## config.mk

```make
export PLATFORM = sky130hd
export DESIGN_NAME = tstate_sequencer
export DESIGN_NICKNAME = d
export VERILOG_FILES = /design/src/rtl/tstate_sequencer.sv
export SDC_FILE = /design/constraint.sdc
export NUM_CORES = 1
export LEC_CHECK = 0
export ABC_CLOCK_PERIOD_IN_PS = 1900
export BUFFER_PORTS_ARGS = -buffer_cell sky130_fd_sc_hd__buf_2
export CAP_MARGIN = 20
export CORE_MARGIN = 4
export CORE_UTILIZATION = 49
export DETAILED_ROUTE_END_ITERATION = 8
export PLACE_DENSITY = 0.76
export SLEW_MARGIN = 20
export SYNTH_ARGS = -nofsm -noshare
export SYNTH_HDL_FRONTEND = slang
export SYNTH_SLANG_ARGS = --single-unit
```

## constraint.sdc

```tcl
create_clock -name clk_i -period 1.9 [get_ports clk_i]
set_input_delay 0.19 -clock clk_i [delete_from_list [all_inputs] [get_ports clk_i]]
set_output_delay 0.19 -clock clk_i [all_outputs]
set_load 0.02 [all_outputs]
```

## src/rtl/tstate_sequencer.sv

```systemverilog
// T-state timing generator for the multi-cycle CPU control unit.
// Produces the current T-state index, its one-hot decode and an opcode-fetch
// flag, with memory wait-state stalls (optional timeout), an external hold
// level, a latched HLT with resume, and instruction-complete/timeout pulses.
// Optional build macro: TSEQ_INSTR_COUNT_EN adds a 16-bit retired-instruction
// counter output (instr_count_o).
module tstate_sequencer #(
  parameter int unsigned STATE_WIDTH    = 3,
  parameter int unsigned FETCH_STATES   = 2,
  parameter int unsigned WAIT_CNT_WIDTH = 4
) (
  input  logic                        clk_i,
  input  logic                        rst_ni,
  input  logic                        hlt_i,
  input  logic                        hlt_instr_i,
  input  logic                        resume_i,
  input  logic                        clr_timer_i,
  input  logic                        wait_req_i,
  input  logic [WAIT_CNT_WIDTH-1:0]   max_wait_i,
  output logic [STATE_WIDTH-1:0]      time_cycle_o,
  output logic [2**STATE_WIDTH-1:0]   t_o,
  output logic                        en_timer_o,
  output logic                        fetch_o,
  output logic                        halted_o,
  output logic                        stalled_o,
  output logic                        timeout_o,
`ifdef TSEQ_INSTR_COUNT_EN
  output logic [15:0]                 instr_count_o,
`endif
  output logic                        instr_done_o
);

  localparam int unsigned NumStates = 2**STATE_WIDTH;

  // StInit covers the single not-yet-enabled cycle after reset; StHalt is the
  // HLT latch.
  typedef enum logic [1:0] {StInit, StRun, StHalt} state_e;

  state_e                    state_q;
  logic [STATE_WIDTH-1:0]    time_cycle_q;
  logic [WAIT_CNT_WIDTH-1:0] wait_cnt_q;
  logic                      timeout_q;
  logic                      instr_done_q;

  logic                      en_timer;
  logic                      halt_latch;
  logic                      halted;
  logic                      force_adv;
  logic                      stalled;
  logic                      active;
  logic                      last_state;
  logic                      instr_done_d;
  logic                      timeout_d;
  logic [WAIT_CNT_WIDTH-1:0] max_wait_m1;

  // Status decode and next-pulse conditions shared by the state and counter flops.
  always_comb begin
    en_timer     = (state_q != StInit);
    halt_latch   = (state_q == StHalt);
    halted       = halt_latch | hlt_i;
    max_wait_m1  = max_wait_i - {{(WAIT_CNT_WIDTH-1){1'b0}}, 1'b1};
    force_adv    = (max_wait_i != '0) && (wait_cnt_q == max_wait_m1);
    stalled      = en_timer && wait_req_i && !halted && !force_adv;
    last_state   = &time_cycle_q;
    // Running and not held: the only case where hlt_instr/stall/advance apply.
    active       = (state_q == StRun) && !hlt_i;
    instr_done_d = active && (hlt_instr_i || (!stalled && (clr_timer_i || last_state)));
    timeout_d    = active && !hlt_instr_i && wait_req_i && force_adv;
  end

  // One-hot T-state decode and fetch flag, gated off before enable and while latched.
  always_comb begin
    t_o = '0;
    for (int i = 0; i < NumStates; i++) begin
      t_o[i] = en_timer && !halt_latch && (time_cycle_q == STATE_WIDTH'(i));
    end
    fetch_o = en_timer && !halt_latch && (32'(time_cycle_q) < FETCH_STATES);
  end

  // Sequencer FSM: enable, hold, halt latch, stall and T-state advance.
  always_ff @(posedge clk_i or negedge rst_ni) begin
    if (!rst_ni) begin
      state_q      <= StInit;
      time_cycle_q <= '0;
      wait_cnt_q   <= '0;
      timeout_q    <= 1'b0;
      instr_done_q <= 1'b0;
    end else begin
      timeout_q    <= timeout_d;
      instr_done_q <= instr_done_d;
      unique case (state_q)
        StInit: begin
          state_q <= StRun;
        end
        StHalt: begin
          // hlt_instr in the same cycle as resume keeps the latch set.
          if (!hlt_i && resume_i && !hlt_instr_i) begin
            state_q <= StRun;
          end
        end
        StRun: begin
          if (hlt_i) begin
            // External hold freezes everything, including the wait counter.
          end else if (hlt_instr_i) begin
            state_q      <= StHalt;
            time_cycle_q <= '0;
            wait_cnt_q   <= '0;
          end else if (stalled) begin
            if (wait_cnt_q != '1) begin
              wait_cnt_q <= wait_cnt_q + 1'b1;
            end
          end else begin
            wait_cnt_q <= '0;
            if (clr_timer_i || last_state) begin
              time_cycle_q <= '0;
            end else begin
              time_cycle_q <= time_cycle_q + 1'b1;
            end
          end
        end
        default: begin
          state_q <= StInit;
        end
      endcase
    end
  end

`ifdef TSEQ_INSTR_COUNT_EN
  logic [15:0] instr_count_q;

  // Retired-instruction counter, stepped on the same edge that raises instr_done.
  always_ff @(posedge clk_i or negedge rst_ni) begin
    if (!rst_ni) begin
      instr_count_q <= '0;
    end else if (instr_done_d) begin
      instr_count_q <= instr_count_q + 16'd1;
    end
  end

  assign instr_count_o = instr_count_q;
`endif

  assign time_cycle_o = time_cycle_q;
  assign en_timer_o   = en_timer;
  assign halted_o     = halted;
  assign stalled_o    = stalled;
  assign timeout_o    = timeout_q;
  assign instr_done_o = instr_done_q;

endmodule

```

Word-level counts from Yosys, hierarchy flattened:

Cells that the tools add are included.

* register bits: 11
* input port bits: 11
* output and inout port bits: 17
* word-level logic and storage cells: 75

* add/sub/neg operators: 3
* order comparisons: 1
* equal/unequal tests: 16
* multiplexer cells: 10
* bitwise operators: 2
* reductions and logical operators: 38

Operators with widths (number)
* 1-bit logical AND: 22
* 3-bit == test, second input constant: 4
* 4-bit 2-to-1 mux: 3
* 3-bit AND reduction: 4
* 3-bit 2-to-1 mux: 3
* 3-bit by 2-bit == test with 1-bit output, second input constant: 2
* 1-bit zero test: 6
* 2-bit 2-to-1 mux: 3
* 2-bit inequality test, second input constant: 3
* 2-bit one-hot mux with 3 select lines: 1
* 4-bit by 1-bit adder with 4-bit output, second input constant: 1
* 4-bit == test: 1
* 4-bit inequality test, second input constant: 1
* 4-bit nonzero test: 1
* 4-bit by 1-bit subtractor with 4-bit output, second input constant: 1
* 3-bit by 1-bit adder with 3-bit output, second input constant: 1
* 3-bit by 1-bit == test with 1-bit output, second input constant: 1
* 3-bit zero test: 1
* 3-bit by 2-bit < comparator with 1-bit output, second input constant: 1
* 3-bit by 2-bit inequality test with 1-bit output, second input constant: 1
* 2-bit by 1-bit == test with 1-bit output, second input constant: 1
* 2-bit == test, second input constant: 1
* 2-bit zero test: 1
* 1-bit logical OR: 2
* other kinds (4): 4

Logic depth before layout (Yosys ltp):

* depth after elaboration: 9
* mapped depth: 7
* gate-level depth less buffers: 7

Worst setup path after synthesis:

OpenSTA, ideal clock, no wires.

* kind: register to register
* from: register wait_cnt_q[0]
* to: register wait_cnt_q[3]
* setup time: 126 ps
* data arrival time: 1460 ps
* required time: 1774 ps
* path slack: 314 ps
* stages on the path, launching flop included: 6
* path buffers: 0
* clock period less this slack: 1586 ps
* path through: dfrtp_1 ha_1 and3_1 nand4b_1 and4_1 a221o_1

* cells in the longest elaborated chain, start to end: 6
* elaborated cells between the ends (all ways): 11
* classes of those cells: add/sub (1); eq/ne (3); mux (3); reduce/logical (4)

RTL lines
* start: declaration: line 41 `logic [WAIT_CNT_WIDTH-1:0] wait_cnt_q;`
* start signal: assignment: line 110 `wait_cnt_q <= wait_cnt_q + 1'b1;`
* branches (longest 6 deep; another with 4-bit by 1-bit adder with 4-bit output)

Parallel ways; which one is timed is not known. The select of a mux whose other input is x is not followed.
A chain may end at the register's enable or synchronous reset.

Worst setup path in the final report:

* from: register wait_cnt_q[3]
* to: output port stalled_o

* cells in the longest elaborated chain, start to end: 4

RTL lines
* 4-bit == test: line 62 `force_adv = (max_wait_i != '0) && (wait_cnt_q == max_wait_m1);`
* 1-bit logical AND: line 62
* 1-bit zero test: line 63 `stalled = en_timer && wait_req_i && !halted && !force_adv;`
* 1-bit logical AND: line 63
* end: declaration: line 25 `output logic stalled_o,`

Every way passes these cells.

==> results.cfg <==
[timing]
whs_ns = 0.1546
setup_ws_ns = 0.1005
finalSetupViolCount = 0
timing.final.hold_violations = 0
fmax_ghz = 0.5557
finalClockSkew_ns = 0.002744
relSlewSlack = 0.6976
fin_setup_tns_ns = 0
fin_crit_sh = 0.9471
worst_slew_pin_slew_ns = 0.4502
rsz0062_at_grt = no
drv_slew = 0
min_period_ns = 1.799

[power]
combPwrFrac = 0.454
swShare = 0.4285
clock_power_share = 0.174
power.internal_mw = 0.5270
p_per_area_nw_per_um2 = 867.2
p_leak_nw = 0.5723
p_sw_mw = 0.3952
seq_power_share = 0.372
peakVddDrop_mv = 0.5875

[final_layout]
antennaDiodeCount = 0
synthToLayoutAreaGrowth_pct = 25.93
fillers = 114
fin_nets = 148
drive_gt1_frac = 0.3203

[worst_setup_path]
arrival_ns = 1.61
r2r_start = wait_cnt_q[0]$_DFFE_PN0P_
crit_type = reg2out
critPathCaptureType = primary output
critPathTopFamily = flip-flops
required_ns = 1.71
crit_chain = xnor2_1, a31o_2, nand4_4, and3_1, buf_2
critPathBufInv = 1
reg2reg_to = wait_cnt_q[3]$_DFFE_PN0P_
r2r_setup_slack_ns = 0.16
startpoint_type = register
crit_fanout = 6
slowest_stage = dfrtp_1
r2r_cells = 5
critPathMaxStageDelay_ns = 0.45

[clocking]
path_clk_slew_ns = 0.07
clk_path_buf_depth = 2
cts.sinks = 11
htreeDepth = 1
insertion_delay_ns = 0.27
cts_buffers = 3
cts_tree = built
cts_root_buffer = clkbuf_4

[outcome]
run_status = completed

[floorplan]
core_area_um2 = 1559
start_util = 0.5417
die_area_um2 = 2452
die_x_um = 49.52
die_h_um = 49.52
io_pins = 28
fp-row-count = 14

[logic_synthesis]
ys_ff_latch = 11
synth_area_per_cell_um2 = 9.081
synthesis.nets = 112
synth.cell_area_um2 = 844.6
syn_inst = 93
yosys_warnings = 0
yosysUniqueCellTypes = 32
yosysSeqAreaShare = 0.3259

[global_routing]
antenna_found_initial = 0
overflow = 0
grt_first_pass_wirelength_um = 3318
grt_use_total = 0.1745
grt_max_degree = 12
grt_pass1_vias = 766

[routing]
ant_nets = 0
wl_per_cell_um = 13.79
num_vias = 811
dr.pass1.iters = 4
drtIter0Drc = 14
via_per_inst = 5.632
wl_um = 1986
drc_errors = 0

[placed_design]
io_buffers = 27
gp_congestion = 0.7402
dp_hpwl_um = 1560
dpl_worst_slack_ns = 0.1621

[hold_path]
min_to = state_q[0]$_DFFE_PN0P_
hold_start = hlt_instr_i
holdPathStages = 2
min_path_type = in2reg

[job]
maxCapViolations = 0
registers in the layout, indices dropped and copies added (netlist names):
signal        cells
wait_cnt_q        4
time_cycle_o      3
state_q           2
instr_done_o      1
timeout_o         1
power groups by stage:
stage | clock [mW] | combinational (mW) | sequential, mW
2_1_floorplan | 0 | 0.259 | 0.353
3_3_place_gp | 0 | 0.386 | 0.343
3_5_place_dp | 0 | 0.396 | 0.350
4_1_cts | 0.166 | 0.401 | 0.345
5_1_grt | 0.182 | 0.467 | 0.352
6_report | 0.160 | 0.418 | 0.343
placed cells by master (no fill, tap or decap), types with 2 or more instances in the layout:
cell type	netlist	layout
nand3b_1	4	4
nand2b_1	5	5
o211ai_2	2	2
buf_4	0	4
clkbuf_4	0	3
mux2i_1	3	3
a21oi_1	2	2
buf_2	0	27
inv_1	7	7
ha_1	8	8
xor2_1	2	2
and3_1	5	5
nand3_1	2	2
nand4b_1	2	2
dfrtp_1	11	10
nand2_1	8	8
and2_1	3	3
nor3_1	6	6
nor2_1	6	6
a31oi_1	2	2
repair_timing:
item | in CTS | in global routing
gates resized for setup | 1 | 0
hold buffers | 1 | 0
setup endpoints to repair | 1 | 1
endpoints found under the hold margin | 11 | 0
pin swaps | 0 | 2
setup buffers | 0 | 4
cell type report:
cell class	instances	area, um2	share of cell area
Inverter	7	26.28	0.02471
Sequential cell	11	276.5	0.2600
Timing Repair Buffer	32	175.2	0.1647
Clock buffer	4	26.28	0.02471
Tap cell	16	20.02	0.01882
Multi-Input combinational cell	74	539.3	0.5071
cells in the mapped netlist:
master     instances  area, um2
xnor2_1            1      8.760
nand2b_1           5      31.28
a31oi_1            2      12.51
clkbuf_1           1      3.750
nand4b_1           2      17.52
a31o_2             1      8.760
nand3_1            2      10.01
a221o_1            1      10.01
o21ai_0            1      5.000
nand3b_1           4      30.03
o22ai_1            1      6.260
o211ai_2           2      25.02
a21oi_1            2      10.01
nand2_1            8      30.03
and2b_1            1      7.510
ha_1               8      100.1
and4_1             1      8.760
o2111ai_1          1      8.760
and3_1             5      31.28
nand4_4            1      21.27
nor2_1             6      22.52
a21boi_0           1      7.510
xor2_1             2      17.52
or2_2              1      6.260
and3b_1            1      8.760
nor2b_1            1      6.260
mux2i_1            3      30.03
a21oi_2            1      8.760
nor3_1             6      30.03
inv_1              7      26.28
dfrtp_1           11      275.3
and2_1             3      18.77
how the worst max path moves through the flow:
stage,from,endpoint,slack [ns],depth (start not counted)
2_1_floorplan,wait_cnt_q[0]$_DFFE_PN0P_,wait_cnt_q[3]$_DFFE_PN0P_,0.31,5
3_5_place_dp,max_wait_i[0],wait_cnt_q[3]$_DFFE_PN0P_,0.16,7
3_3_place_gp,max_wait_i[0],time_cycle_o[0]$_DFFE_PN0P_,0.21,7
6_report,wait_cnt_q[3]$_DFFE_PN0P_,stalled_o,0.10,5
4_1_cts,wait_cnt_q[2]$_DFFE_PN0P_,stalled_o,0.008,5
5_1_grt,wait_cnt_q[3]$_DFFE_PN0P_,stalled_o,0.002,5
metrics by stage:
| stage | area (um2) | instances | utilization | power (mW) |
|---|---|---|---|---|
| after floorplan | 844.6 | 93 | - | 0.6128 |
| after global placement | 996.0 | 135 | 0.6388 | 0.7294 |
| after detailed placement | 996.0 | 135 | 0.6388 | 0.7461 |
| after CTS | 1033 | 140 | 0.6629 | 0.9122 |
| after global routing | 1064 | 144 | 0.6822 | 1.001 |
| final | 1064 | 144 | 0.6822 | 0.9223 |
layer usage:
metal / GRT usage / vias up / part of all wire
li1: - / 400 / -
met1: 0.2128 / 376 / 0.45
met2: 0.2879 / 29 / 0.47
met3: 0.06024 / 6 / 0.062
met4: 0.05530 / 0 / 0.021
met5: 0 / - / 0
logic make-up (layout without fill, tap and decap cells):
logic type	after synthesis	after routing	synth area share
adders and majority gates	8	8	0.1185
DFF	11	11	0.3259
muxes	3	3	0.03556
xor gates and xnor gates	3	3	0.03112
buffers and inverters	8	43	0.03556
AOI/OAI and AO/OA	13	13	0.1215
and+or+nand+nor	47	47	0.3319
Note: power is estimated with default switching activity, not from simulation.
